`config.mk`:
```
export PLATFORM = sky130hd
export DESIGN_NAME = adif_mode_fsm
export DESIGN_NICKNAME = d
export VERILOG_FILES = /design/src/rtl/adif_chk_pkg.sv /design/src/rtl/adif_mode_fsm.sv
export SDC_FILE = /design/constraint.sdc
export NUM_CORES = 1
export LEC_CHECK = 0
export ABC_AREA = 1
export ABC_CLOCK_PERIOD_IN_PS = 1500
export CAP_MARGIN = 15
export CORE_AREA = 2 2 39 41
export CTS_CLUSTER_DIAMETER = 200
export CTS_CLUSTER_SIZE = 10
export DETAILED_ROUTE_END_ITERATION = 16
export DIE_AREA = 0 0 41 43
export GPL_ROUTABILITY_DRIVEN = 0
export GPL_TIMING_DRIVEN = 0
export HOLD_SLACK_MARGIN = 0.06
export PLACE_DENSITY_LB_ADDON = 0.1
export RECOVER_POWER = 100
export SLEW_MARGIN = 20
export SYNTH_ARGS = -nofsm -noshare
export SYNTH_HDL_FRONTEND = slang
export SYNTH_SLANG_ARGS = --single-unit
```
`constraint.sdc`:
```
create_clock -name clk -period 1.5 [get_ports clk]
set_clock_uncertainty 0.15 [all_clocks]
set_input_delay 0.375 -clock clk [delete_from_list [all_inputs] [get_ports clk]]
set_output_delay 0.375 -clock clk [all_outputs]
set_load 0.005 [all_outputs]
```
`src/rtl/adif_chk_pkg.sv`:
```
// Shared types and constants for the analog-interface mode checker.
// Holds the per-mode FSM state encoding, 2-bit result codes and mode indices.
package adif_chk_pkg;

  typedef enum logic [1:0] {
    ST_IDLE   = 2'd0,
    ST_SETTLE = 2'd1,
    ST_ACTIVE = 2'd2
  } mode_state_e;

  localparam logic [1:0] STAT_NA   = 2'd0;
  localparam logic [1:0] STAT_NOE  = 2'd1;
  localparam logic [1:0] STAT_PASS = 2'd2;
  localparam logic [1:0] STAT_FAIL = 2'd3;

  localparam int MODE_POR     = 0;
  localparam int MODE_ATPG    = 1;
  localparam int MODE_SUSPEND = 2;

  localparam logic [15:0] ERR_CNT_MAX = 16'hFFFF;

  // Next history code for one entry; a FAIL is never downgraded by a later match.
  function automatic logic [1:0] next_hist(input logic [1:0] hist,
                                           input logic       compared,
                                           input logic       mismatch);
    logic [1:0] res;
    res = hist;
    if (mismatch) begin
      res = STAT_FAIL;
    end else if (compared && (hist != STAT_FAIL)) begin
      res = STAT_PASS;
    end
    return res;
  endfunction

endpackage

```
`src/rtl/adif_mode_fsm.sv`:
```
// One check mode: IDLE -> SETTLE (STROBE_CYC qualifying cycles) -> ACTIVE.
// active is a registered flag, high exactly while the FSM sits in ACTIVE.
module adif_mode_fsm
  import adif_chk_pkg::*;
#(
  parameter int STROBE_CYC = 20
) (
  input  logic clk,
  input  logic rst,
  input  logic mode_cond,
  output logic active
);

  localparam int CW = $clog2(STROBE_CYC + 1);
  localparam logic [CW-1:0] CNT_ONE    = CW'(1);
  localparam logic [CW-1:0] CNT_STROBE = CW'(STROBE_CYC);

  mode_state_e   state_q, state_d;
  logic [CW-1:0] cnt_q, cnt_d;
  logic          active_q;

  always_comb begin
    state_d = state_q;
    cnt_d   = cnt_q;
    case (state_q)
      ST_IDLE: begin
        if (mode_cond) begin
          cnt_d   = CNT_ONE;
          state_d = (cnt_d == CNT_STROBE) ? ST_ACTIVE : ST_SETTLE;
        end
      end
      ST_SETTLE: begin
        if (!mode_cond) begin
          // Any drop during settle abandons the attempt; the next rise starts over.
          state_d = ST_IDLE;
          cnt_d   = '0;
        end else begin
          cnt_d = cnt_q + CNT_ONE;
          if (cnt_d == CNT_STROBE) begin
            state_d = ST_ACTIVE;
          end
        end
      end
      ST_ACTIVE: begin
        if (!mode_cond) begin
          state_d = ST_IDLE;
          cnt_d   = '0;
        end
      end
      default: begin
        state_d = ST_IDLE;
        cnt_d   = '0;
      end
    endcase
  end

  always_ff @(posedge clk or posedge rst) begin
    if (rst) begin
      state_q  <= ST_IDLE;
      cnt_q    <= '0;
      active_q <= 1'b0;
    end else begin
      state_q  <= state_d;
      cnt_q    <= cnt_d;
      active_q <= (state_d == ST_ACTIVE);
    end
  end

  assign active = active_q;

endmodule

```
Yosys cells after proc, flatten, opt, wreduce, memory -nomap -nowiden
Index checks and enable logic that the tools add are counted.

Register bits after elaboration: 8. Bits in latches: 0. RAM bits: 0. ROM bits: 0. Output and inout bits: 1. Word-level logic and storage cells: 21. Memories kept: 0.

Add/subtract/negate cells: 1. $mul: 0. Div/mod/pow operators: 0. $lt $le $gt $ge: 0. Eq/ne operators: 6. Shift-type cells: 0. Muxes and demuxes: 9. Bitwise gates (word level): 0. Reductions and logical operators: 2.

Operators by type and width (count): $mux W5 (3); $pmux W5 S3 (1); $mux W2 (4); $pmux W2 S3 (1); $add A5 B1 Y5 const B (1); $eq A5 B5 Y1 const B (1); $eq A2 B2 Y1 const B (2); $ne A2 B2 Y1 const B (2); $eq A2 B1 Y1 const B (1); $logic_not A2 Y1 (1); $reduce_and A2 Y1 (1).

Logic depth before layout (Yosys ltp)
Gate-level depths: netlist (run 1).

Depth in word-level cells: 6. Gate-level depth with buffers: 6. Mapped depth without buffers: 6.

Worst setup path before layout (run 1)
OpenSTA, ideal clock, no wires.

Path kind: reg2reg. Start point: reg cnt_q[0]. End point: reg active_q (netlist: active). Setup time: 0.118 ns. Arrival: 0.954 ns. Data required time: 1.232 ns. Path slack: 0.278 ns. Cell stages (with the launch flop): 5. Path through: dfrtp_1 ha_1 and3_2 nand3_2 nand2_1.

Word-level cells in the longest chain between the ends: 6.

Ends and longest elaborated chain: start, declared (line adif_mode_fsm.sv:19) `logic [CW-1:0] cnt_q, cnt_d;`; start signal, assigned (line adif_mode_fsm.sv:64) `cnt_q <= cnt_d;`; $add A5 B1 Y5 (line adif_mode_fsm.sv:38) `cnt_d = cnt_q + CNT_ONE;`; $eq A5 B5 Y1 (line adif_mode_fsm.sv:39) `if (cnt_d == CNT_STROBE) begin`; $mux W2 (line adif_mode_fsm.sv:39); $mux W2 (line adif_mode_fsm.sv:33) `if (!mode_cond) begin`; $pmux W2 S3 (line adif_mode_fsm.sv:25) `case (state_q)`; $eq A2 B2 Y1 (line adif_mode_fsm.sv:65) `active_q <= (state_d == ST_ACTIVE);`; end signal, assigned (line adif_mode_fsm.sv:65); end, declared (line adif_mode_fsm.sv:20) `logic active_q;`.

No other way between the ends. A chain may end at the register's enable or synchronous reset.

Worst setup path after layout (run 1)
Start point: reg active_q (netlist: active). End point: out active.

RTL lines: end, declared (line adif_mode_fsm.sv:11) `output logic active`.

No word-level cell between the ends.

==> metrics.cfg, run 1 <==
[cells_and_area]
drive_above_1_share = 0.192
multi_input_area_sq_um = 178
seq_area_sq_um = 200
final_cell_mix = nand2_1 (12), dfrtp_1 (8), inv_1 (7)
synthToLayoutAreaGrowth_pct = 15.2
utilization = 0.344
mostFrequentLayoutCell = nand2_1
antenna-diode-count = 0
finalInstanceArea_sq_um = 475
nNetsFinal = 58
fillCellCount = 143

[sta]
drv_slew = 0
grt_setup_unrepaired = no
post-route-period-util = 0.917
fin_tns_setup_ps = 0
setup-violations-final = 0
fin_crit_ps = 1380
tightest_slew_ps = 318
hold_violations = 0
maxSlewHeadroom = 0.788
fmax_mhz = 727
fin_ws_ps = 124
fin_worst_hold_slack_ps = 359

[placement]
dp_slack_ps = -134
port_buffers = 3
dpl_cell_area_sq_um = 463
dp_hpwl_um = 586

[global_route]
grt_pass1_wl_um = 1230
grt_overflow = 0
grt_pass1_vias = 305
track_usage = 0.114
grt_max_degree = 9
antenna_found_initial = 0

[route]
wl_um = 686
wire_per_inst_um = 10.1
first_pass_iters = 2
drt_iter0_drc = 5
num_vias = 307
drc = 0
ant_nets = 0
routed_via_density = 4.51

[power_and_ir_drop]
pwr_density_cell_mw_per_mm2 = 935
irDropWorstVdd_v = 0.000454
leakage_nw = 0.244
netSwitchingPower_mw = 0.108
pwr-share-comb = 0.096
clockPowerShare = 0.362
switching_share = 0.242
p_int_mw = 0.337
pwr-share-seq = 0.541

[job]
cap_violations = 0

[worst_setup_path]
path_cells = dlygate4sd2_1
cpLargestDelayFamily = flip-flops
crit_arrival_ps = 850
critPathRequiredTime_ps = 970
critPathMaxStageDelay_ps = 350
crit_fanout = 1
r2r_slack_ps = 200
worstSetupStartpointType = flip-flop
critPathBufInv = 1
crit_path_top_delay_cell = dfrtp_1
crit_type = reg -> out
cp-end-kind = output pin

[cts]
post_cts_buffers = 0
clock_path_buffers = 2
cts_num_sinks = 8
root_buffer = clkbuf_4
cts_resized = 1
h-tree-depth = 1
hold_buffers = 0
cts_tree = done
insertion_delay_ps = 250
cts_buffers = 3
path_clk_slew_ps = 50

[yosys]
ys_ff_latch = 8
yosysSeqAreaShare = 0.485
synthDistinctLibCells = 17
syn_nets = 50
synth_area_per_cell_sq_um = 8.98
yosys_warnings = 0
yosys-top-cells-area = dfrtp_1 (48%), nand2_1 (11%), inv_1 (5.5%)
syn-instance-count = 46
synth.top_cell.area_share = 0.485
yosys.area.top_type = dfrtp_1
synthesis.area_sq_um = 413

[floorplan]
die_area_sq_mm = 0.00176
dieWidth_um = 41
num_rows = 14
coreArea_sq_mm = 0.00138
die_h_um = 43
io_pins = 4
initial_core_util = 0.298

[hold_path]
hold_class = in -> async

[run_status]
status = completed

[registers in the layout, summed over array words and instances, names as in the netlist]
register	count
cnt_q	5
state_q	2
active	1
[power groups by stage]
stage	Combinational, mW	Clock (mW)	Sequential (mW)
floorplan	0.0330	0	0.241
global placement	0.0444	0	0.244
detailed placement	0.0451	0	0.244
CTS	0.0454	0.165	0.240
global route	0.0506	0.181	0.241
finish	0.0428	0.161	0.241
[per-layer routing]
layer / wire, um / global-route usage / share of wire
met1: 303 / 0.131 / 0.44
met2: 335 / 0.153 / 0.49
met3: 20 / 0.0471 / 0.029
met4: 27 / 0.100 / 0.039
met5: 0 / 0 / 0
[area by class of cell]
type,instances,area share
Clock buffer,3,0.0474
Inverter,7,0.0553
Tap cell,16,0.0421
Sequential cell,8,0.421
Multi-Input combinational cell,31,0.374
Timing Repair Buffer,3,0.0605
[per-stage QoR]
step,power [mW],instances
floorplan,0.274,46
detailed placement,0.289,65
finish,0.444,68
CTS,0.451,68
global placement,0.288,65
global route,0.473,68
[cell families (layout without fill, tap and decap cells)]
family	Yosys count	after routing	share of synthesized area
flops	8	8	0.485
fa+ha+maj	1	1	0.0303
buf+inv	7	13	0.0636
xor+xnor	2	2	0.0424
compound gates	5	5	0.0788
simple gates	23	23	0.300
[path summary, 6_finish.rpt]
check / start / endpoint / depth (start not counted)
hold / removal: rst / cnt_q[3]$_DFFE_PP0P_ / 2
setup reg to reg: cnt_q[0]$_DFFE_PP0P_ / cnt_q[4]$_DFFE_PP0P_ / 4
hold reg to reg: state_q[0]$_DFF_PP0_ / cnt_q[0]$_DFFE_PP0P_ / 1
setup / recovery: active$_DFF_PP0_ / active / 1
min in group clk: state_q[0]$_DFF_PP0_ / cnt_q[0]$_DFFE_PP0P_ / 1
max in group asynchronous: rst / cnt_q[2]$_DFFE_PP0P_ / 2
[cell usage after synthesis, drive strengths merged]
master  instances
nand3           5
xnor2           1
and3            1
ha              1
nand2          14
nor2            2
nand4           1
inv             7
a21oi           2
o21ai           3
xor2            1
dfrtp           8
(Power assumes the default switching activity.)
==> run 2: changes to the inputs <==
Settings changed: CTS_BUF_LIST from default to sky130_fd_sc_hd__clkbuf_8.
==> metrics.cfg, run 2 (synthesis results as in run 1) <==
[run_status]
status = completed

[cts]
root_buffer = clkbuf_8
cts_num_sinks = 8  ; unchanged
cts_tree = done
path_clk_slew_ps = 40  ; about the same
cts_resized = 1  ; unchanged
h-tree-depth = 1  ; unchanged
cts_buffers = 3  ; unchanged
post_cts_buffers = 0  ; unchanged
hold_buffers = 0  ; unchanged
clock_path_buffers = 2  ; unchanged
insertion_delay_ps = 220  ; -30 ps

[worst_setup_path]
critPathRequiredTime_ps = 1500  ; +530 ps
crit_end = cnt_q[4]$_DFFE_PP0P_
r2r-start = cnt_q[0]$_DFFE_PP0P_
worstSetupStartpointType = input port
startpoint = mode_cond
r2r_cells = 4  ; unchanged
critPathBufInv = 2  ; +1
crit_fanout = 4  ; +3
crit_arrival_ps = 1390  ; +540 ps
path_cells = clkdlybuf4s50_1, inv_1, nand2_1, nand2_1, nor2_2, nand2_1, o21ai_2
crit_type = in -> reg
rr_endpoint = state_q[1]$_DFF_PP0_
crit_path_top_delay_cell = clkdlybuf4s50_1
r2r_slack_ps = 180  ; -20 ps
cp.depth = 7  ; +6
path_common_cell = nand2_1
cpLargestDelayFamily = buffers and inverters
critPathMaxStageDelay_ps = 470  ; +120 ps
cp-end-kind = flip-flop

[floorplan]
die_h_um = 43  ; unchanged
coreArea_sq_mm = 0.00138  ; unchanged
dieWidth_um = 41  ; unchanged
io_pins = 4  ; unchanged
initial_core_util = 0.298  ; unchanged
num_rows = 14  ; unchanged
die_area_sq_mm = 0.00176  ; unchanged

[power_and_ir_drop]
pwr-share-seq = 0.450  ; -0.091
netSwitchingPower_mw = 0.117  ; +9.0%
clockPowerShare = 0.470  ; +0.108
leakage_nw = 0.250  ; +2.4%
p_int_mw = 0.420  ; +25%
irDropWorstVdd_v = 0.000555  ; +22%
switching_share = 0.219  ; -0.0238
pwr-share-comb = 0.080  ; -0.016
pwr_density_cell_mw_per_mm2 = 1100  ; +17%
power_mw = 0.537  ; +21%

[route]
first_pass_iters = 2  ; unchanged
drt_iter0_drc = 5  ; unchanged
wire_per_inst_um = 10.2  ; +1.5%
routed_via_density = 4.50  ; -0.33%
drc = 0  ; unchanged
ant_nets = 0  ; unchanged
wl_um = 696  ; +1.5%
num_vias = 306  ; -0.33%

[sta]
fin_ws_ps = 111  ; -13.0 ps
setup-violations-final = 0  ; unchanged
fin_worst_hold_slack_ps = 376  ; +16.9 ps
fmax_mhz = 720  ; -0.93%
tightest_slew_ps = 319  ; +1.20 ps
fin_crit_ps = 1390  ; +13.0 ps
drv_slew = 0  ; unchanged
grt_setup_unrepaired = yes
post-route-period-util = 0.926  ; +0.00863
hold_violations = 0  ; unchanged
maxSlewHeadroom = 0.787  ; -0.000801

[cells_and_area]
largest_reg_flops = 5  ; unchanged
multi_input_area_sq_um = 173  ; -2.8%
stdcell_count = 68  ; unchanged
antenna-diode-count = 0  ; unchanged
nNetsFinal = 58  ; unchanged
seq_area_sq_um = 200  ; unchanged
mostFrequentLayoutCell = nand2_1
drive_above_1_share = 0.192  ; unchanged
synthToLayoutAreaGrowth_pct = 18.5
final_cell_mix = nand2_1 (12), dfrtp_1 (8), inv_1 (6)
largest_register = cnt_q
finalInstanceArea_sq_um = 489  ; +2.9%
fillCellCount = 142  ; -0.70%

[global_route]
grt_pass1_wl_um = 1240  ; +0.57%
grt_max_degree = 9  ; unchanged
antenna_found_initial = 0  ; unchanged
grt_overflow = 0  ; unchanged
grt_pass1_vias = 309  ; +1.3%
track_usage = 0.114  ; unchanged

[hold_path]
hold_start = state_q[0]$_DFF_PP0_
hold_class = reg -> reg

[placement]
dp_slack_ps = -134  ; unchanged
dpl_cell_area_sq_um = 463  ; unchanged
port_buffers = 3  ; unchanged
dpl.cell_count = 65  ; unchanged
dp_hpwl_um = 586  ; unchanged

[job]
cap_violations = 0  ; unchanged

run 2: cell types whose count changed in the layout (fill, tap and decap cells not counted):
cell,delta
inv_1,-1
clkbuf_8,+3
nand3_2,-1
nand3_1,+1
clkbuf_4,-3
inv_2,+1
run 2: area by class of cell:
| class | count | share of cell area |
|---|---|---|
| Clock buffer | 3 | 0.0844 |
| Tap cell | 16 | 0.0409 |
| Timing Repair Buffer | 3 | 0.0588 |
| Multi-Input combinational cell | 31 | 0.353 |
| Inverter | 7 | 0.0537 |
| Sequential cell | 8 | 0.409 |
run 2: per-stage QoR:
stage          setup TNS (ps)  utilization
6_report                    0        0.354
5_1_grt                 -8.87        0.354
4_1_cts                     0        0.363
3_5_place_dp             -737        0.335
3_3_place_gp             -545        0.335
2_1_floorplan               0            -
run 2: how the worst min path moves through the flow:
stage / end / depth (start not counted) / slack, ps
after CTS: cnt_q[3]$_DFFE_PP0P_ / 2 / 270
after floorplan: active$_DFF_PP0_ / 1 / 40
after detailed placement: cnt_q[1]$_DFFE_PP0P_ / 2 / 380
after global placement: cnt_q[4]$_DFFE_PP0P_ / 2 / 360
final: cnt_q[0]$_DFFE_PP0P_ / 1 / 380
after global routing: cnt_q[0]$_DFFE_PP0P_ / 1 / 390
run 2: power groups by stage:
| stage | Sequential, mW | Combinational [mW] | Clock (mW) |
|---|---|---|---|
| 6_report | 0.242 | 0.0429 | 0.252 |
| 5_1_grt | 0.242 | 0.0507 | 0.269 |
| 2_1_floorplan | 0.241 | 0.0330 | 0 |
| 4_1_cts | 0.241 | 0.0454 | 0.257 |
| 3_3_place_gp | 0.244 | 0.0444 | 0 |
| 3_5_place_dp | 0.244 | 0.0451 | 0 |
run 2: metal layers:
| metal | track usage | up-vias | wire length (um) | part of all wire |
|---|---|---|---|---|
| li1 | - | 158 | - | - |
| met3 | 0.0471 | 5 | 23 | 0.033 |
| met4 | 0.100 | 0 | 31 | 0.045 |
| met2 | 0.153 | 5 | 333 | 0.48 |
| met5 | 0 | - | 0 | 0 |
| met1 | 0.131 | 138 | 308 | 0.44 |
run 2: worst register-to-register path: cells and delay by family (launching register included):
family / cells / cell delay [ps]
fa+ha+maj: 1 / 260
flops: 1 / 420
simple gates: 3 / 380
